File: config.mk
export PLATFORM = sky130hd
export DESIGN_NAME = uart_rx_fifo
export DESIGN_NICKNAME = d
export VERILOG_FILES = /design/src/rtl/uart_rx_fifo.sv
export SDC_FILE = /design/constraint.sdc
export NUM_CORES = 1
export LEC_CHECK = 0
export CAP_MARGIN = 40
export CORE_MARGIN = 5
export CORE_UTILIZATION = 58
export CTS_BUF_LIST = sky130_fd_sc_hd__clkbuf_8
export DETAILED_ROUTE_END_ITERATION = 16
export PLACE_DENSITY = 0.79
export SLEW_MARGIN = 0
export SYNTH_ARGS = -nofsm -noshare
export SYNTH_HDL_FRONTEND = slang
export SYNTH_SLANG_ARGS = --single-unit
File: constraint.sdc
create_clock -name clk -period 2.7 [get_ports clk]
set_clock_uncertainty 0.15 [all_clocks]
set_input_delay 0.405 -clock clk [delete_from_list [all_inputs] [get_ports clk]]
set_output_delay 0.405 -clock clk [all_outputs]
set_load 0.005 [all_outputs]
File: src/rtl/uart_rx_fifo.sv
// Oversampling UART receiver (majority-vote sampling, parity/framing checks, sticky error flags)
// feeding a first-word-fall-through FIFO.
module uart_rx_fifo #(
  parameter int unsigned CLK_FREQ   = 100_000_000,
  parameter int unsigned BAUD_RATE  = 115200,
  parameter int unsigned OVERSAMPLE = 16,
  parameter int unsigned DATA_BITS  = 8,
  parameter int unsigned PARITY     = 0,
  parameter int unsigned STOP_BITS  = 1,
  parameter int unsigned FIFO_DEPTH = 16
) (
  input  logic                          clk,
  input  logic                          rst_n,
  input  logic                          uart_rx,
  input  logic                          rd_en,
  output logic [DATA_BITS-1:0]          rd_data,
  output logic                          rd_valid,
  output logic [$clog2(FIFO_DEPTH):0]   fifo_count,
  output logic                          frame_err,
  output logic                          parity_err,
  output logic                          overflow,
  input  logic                          err_clr
);
  localparam int unsigned TickDen = BAUD_RATE * OVERSAMPLE;
  localparam int unsigned Div     = (CLK_FREQ + TickDen / 2) / TickDen;
  localparam int unsigned DivW    = (Div > 1) ? $clog2(Div) : 1;
  localparam int unsigned SW      = $clog2(OVERSAMPLE);
  localparam int unsigned AW      = $clog2(FIFO_DEPTH);
  localparam int unsigned CW      = AW + 1;
  localparam int unsigned Mid     = OVERSAMPLE / 2;

  typedef enum logic [2:0] {StIdle, StStart, StData, StParity, StStop, StBreak} state_e;

  state_e                 state_q;
  logic                   rx_meta_q, rx_sync_q, rx_prev_q;
  logic [DivW-1:0]        div_cnt_q;
  logic [SW-1:0]          tick_cnt_q, hi_cnt_q;
  logic                   s0_q, s1_q;
  logic [3:0]             bit_cnt_q;
  logic [DATA_BITS-1:0]   data_q;
  logic                   bad_q, push_q, ferr_set_q, perr_set_q;
  logic                   tick, vote_now, vote;

  always_ff @(posedge clk or negedge rst_n) begin
    if (!rst_n) begin
      rx_meta_q <= 1'b1;
      rx_sync_q <= 1'b1;
      rx_prev_q <= 1'b1;
    end else begin
      rx_meta_q <= uart_rx;
      rx_sync_q <= rx_meta_q;
      rx_prev_q <= rx_sync_q;
    end
  end

  assign tick     = (state_q != StIdle) && (div_cnt_q == DivW'(Div - 1));
  assign vote_now = tick && (tick_cnt_q == SW'(Mid + 1));
  assign vote     = (s0_q & s1_q) | (s0_q & rx_sync_q) | (s1_q & rx_sync_q);

  // Tick phase is held at zero while idle so the first bit is sampled relative to the edge.
  always_ff @(posedge clk or negedge rst_n) begin
    if (!rst_n) begin
      div_cnt_q  <= '0;
      tick_cnt_q <= '0;
      s0_q       <= 1'b1;
      s1_q       <= 1'b1;
    end else if (state_q == StIdle) begin
      div_cnt_q  <= '0;
      tick_cnt_q <= '0;
    end else begin
      div_cnt_q <= tick ? '0 : div_cnt_q + 1'b1;
      if (tick) begin
        tick_cnt_q <= (tick_cnt_q == SW'(OVERSAMPLE - 1)) ? '0 : tick_cnt_q + 1'b1;
        if (tick_cnt_q == SW'(Mid - 1)) s0_q <= rx_sync_q;
        if (tick_cnt_q == SW'(Mid))     s1_q <= rx_sync_q;
      end
    end
  end

  always_ff @(posedge clk or negedge rst_n) begin
    if (!rst_n) begin
      state_q    <= StIdle;
      bit_cnt_q  <= '0;
      hi_cnt_q   <= '0;
      data_q     <= '0;
      bad_q      <= 1'b0;
      push_q     <= 1'b0;
      ferr_set_q <= 1'b0;
      perr_set_q <= 1'b0;
    end else begin
      push_q     <= 1'b0;
      ferr_set_q <= 1'b0;
      perr_set_q <= 1'b0;
      unique case (state_q)
        StIdle: begin
          if (rx_prev_q && !rx_sync_q) begin
            state_q   <= StStart;
            bad_q     <= 1'b0;
            bit_cnt_q <= '0;
          end
        end
        StStart: begin
          if (vote_now) state_q <= vote ? StIdle : StData;
        end
        StData: begin
          if (vote_now) begin
            data_q <= {vote, data_q[DATA_BITS-1:1]};
            if (bit_cnt_q == 4'(DATA_BITS - 1)) begin
              bit_cnt_q <= '0;
              state_q   <= (PARITY != 0) ? StParity : StStop;
            end else begin
              bit_cnt_q <= bit_cnt_q + 1'b1;
            end
          end
        end
        StParity: begin
          if (vote_now) begin
            if ((^data_q ^ vote) != (PARITY == 1)) begin
              perr_set_q <= 1'b1;
              bad_q      <= 1'b1;
            end
            state_q <= StStop;
          end
        end
        StStop: begin
          if (vote_now) begin
            if (!vote) begin
              ferr_set_q <= 1'b1;
              bad_q      <= 1'b1;
              hi_cnt_q   <= '0;
              state_q    <= StBreak;
            end else if (bit_cnt_q == 4'(STOP_BITS - 1)) begin
              push_q  <= !bad_q;
              state_q <= StIdle;
            end else begin
              bit_cnt_q <= bit_cnt_q + 1'b1;
            end
          end
        end
        StBreak: begin
          // Stay here until the line has been high for a whole bit of ticks.
          if (tick) begin
            if (!rx_sync_q)                           hi_cnt_q <= '0;
            else if (hi_cnt_q == SW'(OVERSAMPLE - 1)) state_q  <= StIdle;
            else                                      hi_cnt_q <= hi_cnt_q + 1'b1;
          end
        end
        default: state_q <= StIdle;
      endcase
    end
  end

  logic [DATA_BITS-1:0] mem_q [FIFO_DEPTH];
  logic [AW-1:0]        wr_ptr_q, rd_ptr_q;
  logic [CW-1:0]        count_q;
  logic                 full, pop, do_push;
  logic                 ferr_q, perr_q, ovf_q;

  assign full    = (count_q == CW'(FIFO_DEPTH));
  assign pop     = rd_en && (count_q != '0);
  assign do_push = push_q && (!full || pop);

  always_ff @(posedge clk) begin
    if (do_push) mem_q[wr_ptr_q] <= data_q;
  end

  always_ff @(posedge clk or negedge rst_n) begin
    if (!rst_n) begin
      wr_ptr_q <= '0;
      rd_ptr_q <= '0;
      count_q  <= '0;
    end else begin
      if (do_push) wr_ptr_q <= wr_ptr_q + 1'b1;
      if (pop)     rd_ptr_q <= rd_ptr_q + 1'b1;
      if (do_push && !pop)      count_q <= count_q + 1'b1;
      else if (!do_push && pop) count_q <= count_q - 1'b1;
    end
  end

  // Set wins over a simultaneous clear.
  always_ff @(posedge clk or negedge rst_n) begin
    if (!rst_n) begin
      ferr_q <= 1'b0;
      perr_q <= 1'b0;
      ovf_q  <= 1'b0;
    end else begin
      ferr_q <= ferr_set_q | (ferr_q & ~err_clr);
      perr_q <= perr_set_q | (perr_q & ~err_clr);
      ovf_q  <= (push_q && full && !pop) | (ovf_q & ~err_clr);
    end
  end

  assign rd_valid   = (count_q != '0);
  assign rd_data    = rd_valid ? mem_q[rd_ptr_q] : '0;
  assign fifo_count = count_q;
  assign frame_err  = ferr_q;
  assign parity_err = perr_q;
  assign overflow   = ovf_q;

endmodule

* Yosys cells after proc, flatten, opt, wreduce, memory -nomap -nowiden
Memories as Yosys holds them, arrays and structs flattened.
Cells that the tools add are included.
** Operators by class
- Reduce and logical (&&, ||, !) cells :: 32
- Muxes and demuxes :: 52
- Add/subtract/negate cells :: 8
- Eq/ne operators :: 28
- Bitwise operators :: 14
** Operator list (count)
- two-way mux 4 bit :: 14
- two-way mux 3 bit :: 11
- inequality test 2 bit, second input constant :: 12
- adder 4 x 1 -> 4 bit, second input constant :: 5
- case mux 3 bit (6 select lines) :: 1
- two-way mux 1 bit :: 17
- == test 4 bit, second input constant :: 4
- two-way mux 6 bit :: 2
- case mux 4 bit (3 select lines) :: 1
- AND reduction 6 bit :: 2
- two-way mux 5 bit :: 2
- AND reduction 10 bit :: 1
- logical AND 1 bit :: 9
- nonzero test 3 bit :: 3
- == test 4 x 3 -> 1 bit, second input constant :: 2
- two-way mux 8 bit :: 1
- case mux 4 bit (2 select lines) :: 1
- parity 8 bit :: 1
- adder 6 x 1 -> 6 bit, second input constant :: 1
- bitwise AND 1 bit :: 6
- == test 3 x 2 -> 1 bit, second input constant :: 2
- == test 3 bit, second input constant :: 2
- == test 6 bit, second input constant :: 1
- inequality test 3 bit, second input constant :: 2
- 19 further kinds :: 31
** Word-level totals
- Bits in writable memories :: 128
- Memories :: 1
- Logic and storage cells :: 156
- Bits of input ports :: 5
- Output and inout port bits :: 17
- Register bits after elaboration :: 54
** Memory list
- mem_q :: depth 16, bits a word 8, read ports 1, clocked after memory_dff 0, write ports 1, RTL line 153 : logic [DATA_BITS-1:0] mem_q [FIFO_DEPTH];

* Longest topological paths before layout
- Depth in word-level cells :: 8
- Mapped depth :: 13
- Gate-level depth less buffers :: 12

* Worst setup path after synthesis
OpenSTA, ideal clock, no wires.
- Path type :: register -> register
- From :: register count_q[1] (netlist: fifo_count[1])
- To :: register count_q[4] (netlist: fifo_count[4])
- Clock period less this slack :: 2966 ps
- Cell stages (with the launch flop) :: 14
- Setup time :: 79 ps
- Setup slack :: -266 ps
- Arrival time :: 2737 ps
- Required time :: 2471 ps
- Path buffers :: 1
- Path through :: dfrtp_1 > nor4_1 > nand2b_1 > clkbuf_1 > and2_1 > inv_1 > ha_1 > inv_1 > ha_1 > nor2b_1 > o21a_1 > or3_1 > a21oi_1 > xor2_1
** On the way
- Cells in the longest elaborated chain, start to end :: 7
- Elaborated cells between the ends (all ways) :: 15
- Those cells by class :: add/sub: 2; eq/ne: 1; mux: 2; reduce/logical: 10
** Ends and longest elaborated chain
- start, declared :: RTL line 155 : logic [CW-1:0] count_q;
- start signal, assigned :: RTL line 175 : if (do_push && !pop) count_q <= count_q + 1'b1;
- start signal, assigned :: RTL line 176 : else if (!do_push && pop) count_q <= count_q - 1'b1;
- nonzero test 5 bit (*)
- net rd_valid :: RTL line 17 : output logic rd_valid,
- logical AND 1 bit (*) :: RTL line 160 : assign pop = rd_en && (count_q != '0);
- logical OR 1 bit :: RTL line 161 : assign do_push = push_q && (!full || pop);
- logical AND 1 bit :: RTL line 161
- logical NOT 1 bit :: RTL line 176
- logical AND 1 bit :: RTL line 176
- nonzero test 2 bit (no source line)
The timed path passes the listed nets; every way through them passes the cells marked *. The select of a mux whose other input is x is not followed.
A chain may end at the register's enable or synchronous reset.

* Worst setup path in the final report
- From :: register rd_ptr_q[0]
- To :: output port rd_data[1]
** On the way
- Cells in the longest elaborated chain, start to end :: 2
** Ends and longest elaborated chain
- start, declared :: RTL line 154 : logic [AW-1:0] wr_ptr_q, rd_ptr_q;
- start signal, assigned :: RTL line 174 : if (pop) rd_ptr_q <= rd_ptr_q + 1'b1;
- memory read (16 x 8 bit)
- two-way mux 8 bit :: RTL line 194 : assign rd_data = rd_valid ? mem_q[rd_ptr_q] : '0;
- end, declared :: RTL line 16 : output logic [DATA_BITS-1:0] rd_data,
Every way passes these cells.

==> results.ini <==
[run_status]
status=complete, but fails checks
violations=negative setup slack

[route]
vias=4245
firstDrtPassIters=4
totalWireLength_um=15400
first_iter_violations=302
routedWlPerCell_um=21.18
viasPerCell=5.839
drc=0
antenna_left=0

[finish]
nets=562
seqCellArea_um2=5204
fill_cells=850
multi_input_area_um2=2532
antennaDiodeCount=0
final_area_um2=9065
synthToLayoutAreaGrowth_pct=16.25
drive_gt1_frac=0.2886

[yosys]
synth-simple-area-share=0.08408
synth-seq-cells=182
netlist_area_um2=7797
syn_inst=473
synthAdderAreaFrac=0.03273
synth_area_per_cell_um2=16.49
netlist_top_cells_area=edfxtp_1, dfrtp_1, mux4_2
synth_top_area_cell=edfxtp_1
yosysMostFrequentCell=edfxtp_1
synth_top_cell_area_share=0.4929
syn_nets=497
synth_async_sr_flop_share=0.2967
synth-edff-count=128
synth_xor_area_frac=0.02583
ys.flop_type=edfxtp_1
seq_area_frac_synth=0.6670
synth_warnings=0
synth_top_family_by_area=multiplexers
synthMuxAreaShare=0.1367
synth_compound_area_frac=0.03562
synth_common_cells=edfxtp_1, dfrtp_1, mux4_2
yosysUniqueCellTypes=51

[worst_setup_path]
path_class=reg -> out
cpMaxStageDelayCell=mux4_2
worst-path-buf-inv=3
r2r-end=fifo_count[4]
cp-end-kind=primary output
worstSetupStartpoint=rd_ptr_q[0]
rrSetupSlack_ns=-0.03
cp_top_family=multiplexers
arrival_ns=2.42
critical-path-max-stage-delay_ns=0.52
cp-start-kind=register
reg2reg_depth=12
cp-endpoint=rd_data[1]
critical_path.max_fanout=5
crit_chain=buf_12, buf_12, mux4_2, mux4_2, and2_4, buf_6
cp_num_cells=6
r2r_start=fifo_count[2]
worstPathRequired_ns=2.14

[grt]
grt.met1_usage=0.2508
grt_max_degree=31
gr-usage-met3=0.04784
grt_pass1_vias=4453
antenna_found_initial=0
grt-busiest-layer=met2
overflow=0
grt_use_met2=0.3737
grt_use_total=0.2090
grt_pass1_wl_um=24740

[power_and_ir_drop]
power.total_w=0.005324
vdd_drop_max_uv=338.9
pwr_density_cell_nw_per_um2=587.3
leakage_nw=3.659

[die]
die-area_um2=15860
core.rowCount=42
chipHeight_um=125.9
fp.dieW_um=125.9
start_util=0.5912
coreArea_um2=13190
ioPinCount=22

[placed_design]
io_buffers=21
gp_congestion=0.8377
place_area_um2=8492
dp_hpwl_um=10320

[worst_hold_path]
hold_path_depth=1
hp-class=in -> reg

[clock_tree]
numCtsBuffers=17
cts_tree=built
cts_root_buf=clkbuf_8
clockBufferDepth=2
h-tree-depth=4
clock_latency_ns=0.45
clk_pin_slew_worst_paths_ns=0.08
numClockSinks=182

[sta]
finalHoldViolCount=0
setup_viol=9
worst_slack_ns=-0.2792
worst_slew_pin_slew_ns=0.6212
slew_viol_final=0
holdWs_ns=0.2042
slew_headroom=0.5859
finalCriticalPeriod_ns=2.979
finalCritPeriodShare=1.103
rsz0062_at_grt=true
fmaxAchievable_ghz=0.3357

[run]
max_cap_violations=0

[final cells by class]
| class | count | area share |
|---|---|---|
| tap | 176 | 0.02429 |
| multi-input combinational | 259 | 0.2794 |
| sequential | 182 | 0.5741 |
| timing repair buffer | 62 | 0.07343 |
| inverter | 16 | 0.007453 |
| clock buffer | 17 | 0.02581 |
| clock inverter | 15 | 0.01560 |
[repair_timing]
item | 4_1_cts | 5_1_grt
setup buffers | 4 | 2
hold buffers | 1 | 0
gates cloned | 2 | 0
endpoints found under the hold margin | 24 | 0
endpoints found under the setup margin | 9 | 9
gates resized for setup | 53 | 4
pin swaps | 12 | 5
[placed cells by master, fill, tap and decap left out, types with 8 or more instances in the layout]
cell type and instances:
edfxtp_1 128, dfrtp_1 47, mux4_2 40, buf_4 29, nand2_1 24, xnor2_1 18, clkbuf_8 17, inv_1 16
ha_1 16, o21ai_0 13, nor2_1 12, mux2_2 12, clkdlybuf4s50_1 12, and2_1 11, nand3_1 10, a21oi_1 10
and2_4 8, and3_1 8, buf_6 8
[flip-flops by register name, summed over array words and instances (netlist names), 3 cells and up]
register,cells
bit_cnt_q,4
data_q,8
div_cnt_q,6
fifo_count,5
hi_cnt_q,4
mem_q,128
rd_ptr_q,4
state_q,3
tick_cnt_q,4
wr_ptr_q,4
[how the worst min path moves through the flow]
stage	startpoint	slack (ns)	endpoint
4_1_cts	uart_rx	0.18	rx_meta_q
6_report	uart_rx	0.20	rx_meta_q
2_1_floorplan	rst_n	-0.04	bad_q
3_5_place_dp	rx_meta_q	0.20	rx_sync_q
5_1_grt	uart_rx	0.18	rx_meta_q
3_3_place_gp	rx_meta_q	0.20	rx_sync_q
[where the power goes]
| part | total [W] | switching [W] | internal, W |
|---|---|---|---|
| Clock | 0.00173 | 0.000921 | 0.000810 |
| Sequential | 0.00313 | 0.000112 | 0.00302 |
| Combinational | 0.000462 | 0.000259 | 0.000203 |
| Total | 0.00532 | 0.00129 | 0.00403 |
[logic make-up (layout without fill, tap and decap cells)]
| kind of cell | count (synthesis) | after routing |
|---|---|---|
| compound gates | 44 | 44 |
| xor+xnor | 23 | 23 |
| fa+ha+maj | 20 | 20 |
| buf+inv | 32 | 110 |
| flops | 182 | 182 |
| mux | 55 | 55 |
| simple gates | 117 | 117 |
[per-stage QoR]
step	util	setup slack (ns)	instances	setup TNS, ns
after floorplan	-	0.0004643	473	0
after global placement	0.6438	-0.1698	686	-0.5810
after detailed placement	0.6438	-0.2131	686	-1.021
after CTS	0.6852	-0.2986	725	-2.239
after global routing	0.6873	-0.3671	727	-2.882
final	0.6873	-0.2792	727	-2.078
[routing by layer]
layer / wire [um] / part of all wire / vias up
met5: 0 / 0 / -
met4: 214 / 0.014 / 0
met3: 812 / 0.053 / 19
met2: 8588 / 0.56 / 110
met1: 5782 / 0.38 / 2177
li1: - / - / 1939
(Power assumes the default switching activity.)
